===== src/rtl/pipeline_pkg.sv =====
// Shared LEGv8 pipeline control definitions.
// Opcode constants, controller states and the zero-register index.
package pipeline_pkg;

  localparam logic [10:0] OP_LDUR = 11'b111_1100_0010;
  localparam logic [10:0] OP_STUR = 11'b111_1100_0000;
  localparam logic [7:0]  OP_CBZ  = 8'b1011_0100;

  localparam int ZR_IDX = 31;

  typedef enum logic [1:0] {
    BOOT,
    RUN,
    STALL,
    FREEZE
  } ctrl_state_t;

endpackage


===== src/rtl/hazard_decode.sv =====
// Decodes the IF/ID instruction and flags a load-use hazard
// against the instruction shadowed in ID/EX.
module hazard_decode #(
  parameter int ZR_IDX = pipeline_pkg::ZR_IDX
) (
  input  logic [31:0] id_instr,
  input  logic [4:0]  ex_rd,
  input  logic        ex_memread,
  input  logic        ex_valid,
  input  logic        id_valid,
  output logic        hz,
  output logic        dec_memread,
  output logic [4:0]  dec_rd
);
  import pipeline_pkg::*;

  logic       w_is_ldur;
  logic       w_is_stur;
  logic       w_is_cbz;
  logic       w_use_rn;
  logic       w_use_rm;
  logic       w_use_rt;
  logic       w_hit;
  logic [4:0] w_rn;
  logic [4:0] w_rm;
  logic [4:0] w_rt;

  assign w_is_ldur = (id_instr[31:21] == OP_LDUR);
  assign w_is_stur = (id_instr[31:21] == OP_STUR);
  assign w_is_cbz  = (id_instr[31:24] == OP_CBZ);
  assign w_rn      = id_instr[9:5];
  assign w_rm      = id_instr[20:16];
  assign w_rt      = id_instr[4:0];

  always_comb begin
    w_use_rn = 1'b1;
    w_use_rm = 1'b0;
    w_use_rt = 1'b0;
    unique case (1'b1)
      w_is_ldur: begin
        w_use_rn = 1'b1;
      end
      w_is_stur: begin
        w_use_rn = 1'b1;
        w_use_rt = 1'b1;
      end
      w_is_cbz: begin
        w_use_rn = 1'b0;
        w_use_rt = 1'b1;
      end
      default: begin
        w_use_rn = 1'b1;
        w_use_rm = 1'b1;
      end
    endcase
  end

  assign w_hit = (w_use_rn && (w_rn == ex_rd))
              || (w_use_rm && (w_rm == ex_rd))
              || (w_use_rt && (w_rt == ex_rd));

  // XZR reads as zero, so a load into it never feeds anyone
  assign hz = id_valid && ex_valid && ex_memread
           && (ex_rd != 5'(ZR_IDX)) && w_hit;

  assign dec_memread = w_is_ldur;
  assign dec_rd      = id_instr[4:0];

endmodule


===== src/rtl/pipeline_hazard_ctrl.sv =====
// 5-stage LEGv8 pipeline sequencer: advance, load-use stall,
// branch flush and external freeze, with saturating event counters.
module pipeline_hazard_ctrl #(
  parameter int CNT_W  = 16,
  parameter int ZR_IDX = pipeline_pkg::ZR_IDX
) (
  input  logic             clk,
  input  logic             reset,
  input  logic [31:0]      id_instr,
  input  logic             mem_pcsrc,
  input  logic             ext_stall,
  output logic             pc_write,
  output logic             if_id_write,
  output logic             id_ex_bubble,
  output logic             if_id_flush,
  output logic             id_ex_flush,
  output logic             ex_mem_flush,
  output logic [CNT_W-1:0] stall_count,
  output logic [CNT_W-1:0] flush_count
);
  import pipeline_pkg::*;

  ctrl_state_t      r_state;
  ctrl_state_t      w_nxt;
  logic             r_id_valid;
  logic             r_ex_valid;
  logic             r_ex_memread;
  logic [4:0]       r_ex_rd;
  logic [CNT_W-1:0] r_stall_cnt;
  logic [CNT_W-1:0] r_flush_cnt;

  logic             w_hz;
  logic             w_dec_memread;
  logic [4:0]       w_dec_rd;
  logic             w_adv;
  logic             w_flush;
  logic             w_stall;
  logic             w_fl;

  hazard_decode #(
    .ZR_IDX(ZR_IDX)
  ) u_dec (
    .id_instr   (id_instr),
    .ex_rd      (r_ex_rd),
    .ex_memread (r_ex_memread),
    .ex_valid   (r_ex_valid),
    .id_valid   (r_id_valid),
    .hz         (w_hz),
    .dec_memread(w_dec_memread),
    .dec_rd     (w_dec_rd)
  );

  always_comb begin
    w_nxt        = r_state;
    pc_write     = 1'b1;
    if_id_write  = 1'b1;
    id_ex_bubble = 1'b0;
    w_fl         = 1'b0;
    w_adv        = 1'b0;
    w_flush      = 1'b0;
    w_stall      = 1'b0;
    if (r_state == BOOT) begin
      pc_write    = 1'b0;
      if_id_write = 1'b0;
      w_fl        = 1'b1;
      w_nxt       = RUN;
    end else if (ext_stall) begin
      // a pending branch stays parked upstream until the freeze ends
      pc_write    = 1'b0;
      if_id_write = 1'b0;
      w_nxt       = FREEZE;
    end else if (mem_pcsrc) begin
      w_fl    = 1'b1;
      w_flush = 1'b1;
      w_nxt   = RUN;
    end else if (w_hz) begin
      pc_write     = 1'b0;
      if_id_write  = 1'b0;
      id_ex_bubble = 1'b1;
      w_stall      = 1'b1;
      w_nxt        = STALL;
    end else begin
      w_adv = 1'b1;
      w_nxt = RUN;
    end
  end

  assign if_id_flush  = w_fl;
  assign id_ex_flush  = w_fl;
  assign ex_mem_flush = w_fl;
  assign stall_count  = r_stall_cnt;
  assign flush_count  = r_flush_cnt;

  always_ff @(posedge clk or posedge reset) begin
    if (reset) begin
      r_state      <= BOOT;
      r_id_valid   <= 1'b0;
      r_ex_valid   <= 1'b0;
      r_ex_memread <= 1'b0;
      r_ex_rd      <= 5'd0;
      r_stall_cnt  <= '0;
      r_flush_cnt  <= '0;
    end else begin
      r_state <= w_nxt;
      if (w_flush) begin
        r_id_valid <= 1'b0;
        r_ex_valid <= 1'b0;
        if (r_flush_cnt != '1)
          r_flush_cnt <= r_flush_cnt + 1'b1;
      end
      if (w_stall) begin
        r_ex_valid <= 1'b0;
        if (r_stall_cnt != '1)
          r_stall_cnt <= r_stall_cnt + 1'b1;
      end
      if (w_adv) begin
        r_ex_valid   <= r_id_valid;
        r_ex_memread <= w_dec_memread;
        r_ex_rd      <= w_dec_rd;
        r_id_valid   <= 1'b1;
      end
    end
  end

endmodule


===== config.mk =====
export PLATFORM = sky130hd
export DESIGN_NAME = pipeline_hazard_ctrl
export DESIGN_NICKNAME = d
export VERILOG_FILES = /design/src/rtl/pipeline_pkg.sv /design/src/rtl/hazard_decode.sv /design/src/rtl/pipeline_hazard_ctrl.sv
export SDC_FILE = /design/constraint.sdc
export NUM_CORES = 1
export LEC_CHECK = 0
export BUFFER_PORTS_ARGS = -buffer_cell sky130_fd_sc_hd__clkbuf_2
export CORE_MARGIN = 2
export CORE_UTILIZATION = 40
export DETAILED_ROUTE_END_ITERATION = 6
export PLACE_DENSITY_LB_ADDON = 0.08
export SLEW_MARGIN = 20
export SYNTH_ARGS = -nofsm -noshare
export SYNTH_HDL_FRONTEND = slang
export SYNTH_HIERARCHICAL = 1
export SYNTH_SLANG_ARGS = --single-unit
export TNS_END_PERCENT = 50

===== constraint.sdc =====
create_clock -name clk -period 5.55 [get_ports clk]
set_clock_uncertainty 0.05 [all_clocks]
set_input_delay 0.555 -clock clk [delete_from_list [all_inputs] [get_ports clk]]
set_output_delay 0.555 -clock clk [all_outputs]
set_load 0.01 [all_outputs]

==> flow_metrics.tcl, run 1 <==
set metrics [dict create \
    criticalPathCategory "flop to output port" \
    synth.yosys.seq_area_share_pct 45.31 \
    min_path_type "input pin to async pin" \
    hpwl_um 3508 \
    hold_violations 0 \
    cp-end-kind "output port" \
    grt_pass1_wl_um 7797 \
    vdd_drop_max_mv 0.1241 \
    grt_setup_unrepaired "false" \
    tritoncts "done" \
    synth_common_cells "42 x dfrtp_1, 22 x xnor2_1, 17 x xor2_1" \
    first_pass_iters 4 \
    cts_buffers 5 \
    multi_input_area_um2 1169 \
    finalCritPeriodShare_pct 59.12 \
    rows 27 \
    gp_congestion 0.7577 \
    dieHeight_um 80.16 \
    htree_num_levels 2 \
    drt_iter0_drc 105 \
    wire_per_inst_um 13.47 \
    startpoint "r_ex_rd[3]" \
    yosys-top-cells-area "dfrtp_1 45%, xnor2_1 8.3%, xor2_1 6.4%" \
    p_per_area_nw_per_um2 267.5 \
    layoutNonFillerInstCount 351 \
    timing.fmax_mhz 304.8 \
    yosysMostFrequentCell "dfrtp_1" \
    die_x_um 80.16 \
    cap_violations 0 \
    drc_errors 0 \
    cts_resized 0 \
    antenna_found_initial 0 \
    timing.hold.ws_ns 0.3209 \
    synth_top_area_share_pct 45.31 \
    p_leak_nw 1.331 \
    grt_usage_pct 15.24 \
    grt_pass1_vias 1737 \
    setup_violations 0 \
    yosys_warnings 6 \
    synth_ff_type "dfrtp_1" \
    clk_latency_ns 0.29 \
    viasPerCell 5.174 \
    slew_headroom_pct 49.54 \
    grt_max_degree 43 \
    syn_nets 256 \
    synth_seq_cells 42 \
    synthCells 218 \
    antennaDiodeCount 0 \
    drt_wl_total_um 4728 \
    outcome "completed" \
    regArea_um2 1051 \
    dieArea_um2 6425 \
    clk_path_buf_depth 2 \
    syn2layout_area_growth_pct 19.85 \
    stdcell_area_um2 2780 \
    initial_core_util_pct 41.87 \
    reg2reg_slack_ns 2.57 \
    nets 317 \
    globalRouteOverflowTotal 0 \
    finalPower_mw 0.7436 \
    postCtsSetupBuffers 0 \
    fin_crit_ns 3.281 \
    r2r-start "r_ex_rd[3]" \
    worst_slack_ns 2.269 \
    fill_cells 554 \
    clock_sinks 42 \
    ant_nets 0 \
    postPlaceCellArea_um2 2668 \
    yosysTopAreaCell "dfrtp_1" \
    cp_max_fo 9 \
    worst_pin_slew_ns 0.7500 \
    final_util_pct 50.18 \
    synth.avg_cell_area_um2 10.64 \
    hold_buffers 0 \
    synthesis.area_um2 2320 \
    dp_slack_ns 2.385 \
    port_buffers 67 \
    required_ns 4.95 \
    clock-root-buffer "clkbuf_8" \
    design.core.area_um2 5540 \
    num_vias 1816 \
    cp-start-kind "flop" \
    clkSlewWorstSetupHoldPaths_ns 0.08 \
    finalMaxSlewViolations 0 \
    synth-async-reset-ratio_pct 100.0 \
    synth_edf_count 0 \
    cp.arrival_ns 2.68 \
    setup_tns_ns 0 \
    drive_gt1_share_pct 34.77 \
    io_pins 74 \
    ys_types 48 \
    dp_cells 344 \
]
[cells by family (layout without fill, tap and decap cells)]
family / after synthesis / count (layout) / share of synthesized area [%]
AND/OR/NAND/NOR: 87 / 87 / 23.30
flip-flops: 42 / 42 / 45.31
XOR/XNOR: 39 / 39 / 14.72
AO/OA/AOI/OAI: 19 / 19 / 5.771
buffers and inverters: 18 / 79 / 4.315
multiplexers: 11 / 11 / 5.502
adder cells (fa/ha/maj): 2 / 2 / 1.079
[worst paths after layout]
kind	to	depth (start not counted)
worst max-delay path	id_ex_bubble	7
max in group asynchronous	stall_count[5]	3
worst min register to register	r_ex_valid	2
min in group clk	r_ex_valid	2
worst min-delay path	stall_count[10]	3
worst max register to register	stall_count[10]	8
[where the power goes]
group	total, mW	switching [mW]	internal, mW	leakage [nW]
clock network	0.243	0.0989	0.144	0.0573
logic	0.129	0.0641	0.0652	0.719
registers	0.372	0.0372	0.334	0.554
[state kept, by name (all words and copies together), names as in the netlist]
signal / cells
r_ex_valid: 1
r_ex_rd: 5
stall_count: 16
flush_count: 16
r_id_valid: 1
r_ex_memread: 1
r_state: 2
[layout make-up]
| cell class | instances | area share, % |
|---|---|---|
| multi-input cells | 158 | 42.03 |
| flip-flops and latches | 42 | 37.80 |
| repair buffers | 68 | 12.33 |
| well taps | 72 | 3.240 |
| clock buffers | 6 | 2.970 |
| clock inverters | 1 | 1.080 |
| inverters | 4 | 0.5401 |
[routing by layer]
layer / wire [um] / GRT usage (%) / vias up
li1: - / - / 903
met1: 2214 / 19.84 / 856
met2: 2231 / 25.50 / 52
met3: 246 / 3.483 / 5
met4: 36 / 4.068 / 0
met5: 0 / 0 / -
[critical path: stages (launching register included)]
cell       delay, ns
dfrtp_1         0.44
xor2_1          0.18
nor4_1          0.35
o2111ai_1       0.16
a31oi_1         0.35
or2b_2          0.36
nor2_2          0.32
clkbuf_2        0.21
[layout by cell type, fill, tap and decap left out, types with 2 or more instances in the layout]
master      n
a21oi_1     5
dfrtp_1    42
nand2b_1    2
nand2_1    16
inv_1       4
nand4_1    10
nand4b_1    3
nor4_1      3
a31oi_1     3
and3_1      6
clkbuf_2   67
o2111ai_1   2
xnor2_1    22
nand3_1    15
nor3_1      5
nor2_1      2
and4_1      6
clkbuf_8    6
o21bai_1    2
and3_2      2
ha_1        2
and4b_1     2
xor2_1     17
mux2_2     10
(Power assumes the default switching activity.)
==> inputs of run 2 (changes only) <==
clock period = 3.1 ns   (was 5.55 ns; I/O delays follow)
==> flow_metrics.tcl, run 2 (same netlist as run 1, synthesis figures left out) <==
set metrics [dict create \
    p_clk_share_pct 29.3 \
    cts_buffers 5 \
    num_vias 1844 \
    cp_top_family "compound AO/OA/AOI/OAI gates" \
    grt_pass1_vias 1717 \
    drt_wl_total_um 4943 \
    clk_latency_ns 0.30 \
    vdd_drop_max_mv 0.2173 \
    first_pass_iters 4 \
    path_cells "xnor2_1 -> nand3_1 -> a2111o_1 -> a31oi_2 -> or2b_2 -> nor2_4 -> buf_4 -> clkbuf_2" \
    wire_per_inst_um 13.88 \
    postCtsSetupBuffers 0 \
    p_per_area_nw_per_um2 454.4 \
    drt_iter0_drc 62 \
    grt_max_degree 23 \
    timing.hold.ws_ns 0.1049 \
    design.core.area_um2 5540 \
    seqPwrFrac_pct 52.3 \
    cap_violations 0 \
    p_int_mw 0.8954 \
    outcome "completed" \
    io_pins 74 \
    tritoncts "done" \
    layout_commonest_cell "clkbuf_2" \
    clock_sinks 42 \
    slew_headroom_pct 43.87 \
    ant_nets 0 \
    cp-start-kind "flop" \
    rows 27 \
    die_x_um 80.16 \
    criticalPathCategory "flop to output port" \
    crit_path_max_incr_delay_ns 0.46 \
    drc_errors 0 \
    globalRouteOverflowTotal 0 \
    viasPerCell 5.180 \
    path_depth 8 \
    cp.arrival_ns 2.53 \
    finalCritPeriodShare_pct 93.28 \
    r2r-start "r_ex_rd[4]" \
    fin_crit_ns 2.892 \
    grt_setup_unrepaired "false" \
    clk_path_buf_depth 2 \
    switching_share_pct 29.72 \
    setup_tns_ns 0 \
    min_path_type "input pin to async pin" \
    dieHeight_um 80.16 \
    final_cell_mix "67 x clkbuf_2, 42 x dfrtp_1, 22 x xnor2_1" \
    dieArea_um2 6425 \
    nets 321 \
    cp-end-kind "output port" \
    grt_pass1_wl_um 7969 \
    finalMaxSlewViolations 0 \
    port_buffers 67 \
    cp_max_fo 6 \
    gp_congestion 0.7810 \
    clock-root-buffer "clkbuf_8" \
    critPathSlowestCell "dfrtp_1" \
    reg2reg_slack_ns 0.46 \
    antennaDiodeCount 0 \
    switchingPower_mw 0.3787 \
    required_ns 2.74 \
    grt_usage_pct 15.91 \
    antenna_found_initial 0 \
    drive_gt1_share_pct 36.27 \
    syn2layout_area_growth_pct 20.87 \
    hold_violations 0 \
    htree_num_levels 2 \
    initial_core_util_pct 41.87 \
    hpwl_um 3667 \
    p_comb_share_pct 18.4 \
    r2r-end "stall_count[14]" \
    crit_buf_inv 2 \
    timing.fmax_mhz 345.8 \
    setup_violations 0 \
    clkSlewWorstSetupHoldPaths_ns 0.08 \
    rr_worst_depth 9 \
    p_leak_nw 1.342 \
    worst_pin_slew_ns 0.8411 \
]
-- run 2: cell count changes in the layout (fill, tap and decap cells not counted), sizes merged --
cell / change
buf: +4
bufinv: -1
clkinv: +1
clkinvlp: +1
-- run 2: cell type report --
cell class / count / area (um2)
fillers: 526 / 2736
multi-input cells: 158 / 1180
flip-flops and latches: 42 / 1051
repair buffers: 72 / 372.9
well taps: 72 / 90.09
clock buffers: 6 / 82.58
inverters: 4 / 15.01
clock inverters: 2 / 12.51
-- run 2: routing by layer --
metal  up-vias  track usage [%]  wire [um]
li1        912                -          -
met1       873            22.04       2369
met2        52            24.50       2265
met3         7            3.820        246
met4         0            5.085         61
met5         -                0          0
-- run 2: worst max-delay path by stage --
stage                       startpoint              to  slack [ns]
final                       r_ex_rd[4]    id_ex_bubble        0.21
after global routing        r_ex_rd[4]    id_ex_bubble        0.05
after CTS                   r_ex_rd[1]    id_ex_bubble        0.07
after detailed placement    r_ex_rd[3]  stall_count[1]        0.42
after global placement    id_instr[27]    id_ex_bubble        0.43
after floorplan             r_ex_rd[0]  stall_count[1]        0.61
-- run 2: repair_timing --
action | CTS | global route
hold buffers | 0 | 0
setup endpoints to repair | 0 | 1
resized for setup | 0 | 2
-- run 2: stage by stage --
stage | total power, mW | area [um2] | utilization [%] | worst slack, ns | instances
5_1_grt | 1.343 | 2804 | 50.61 | 0.04695 | 356
2_1_floorplan | 0.8161 | 2320 | - | 0.6067 | 218
3_5_place_dp | 0.9160 | 2698 | 48.69 | 0.4164 | 348
3_3_place_gp | 0.9091 | 2698 | 48.69 | 0.4274 | 348
4_1_cts | 1.293 | 2793 | 50.41 | 0.06755 | 356
6_report | 1.274 | 2804 | 50.61 | 0.2083 | 356
-- run 2: power by group through the flow --
stage / sequential [mW] / combinational (mW) / clock [mW]
finish: 0.666 / 0.235 / 0.373
global route: 0.678 / 0.264 / 0.401
CTS: 0.668 / 0.239 / 0.386
detailed placement: 0.679 / 0.237 / 0
global placement: 0.678 / 0.231 / 0
floorplan: 0.679 / 0.138 / 0
-- run 2: worst reg2reg max path, stage by stage (launching register included) --
cell      delay [ns]
dfrtp_1         0.46
xnor2_1         0.18
nand3_1         0.10
a2111o_1        0.40
a31oi_2         0.27
or2b_2          0.36
nor4_1          0.20
buf_4           0.19
nand4_1         0.15
xnor2_1         0.17
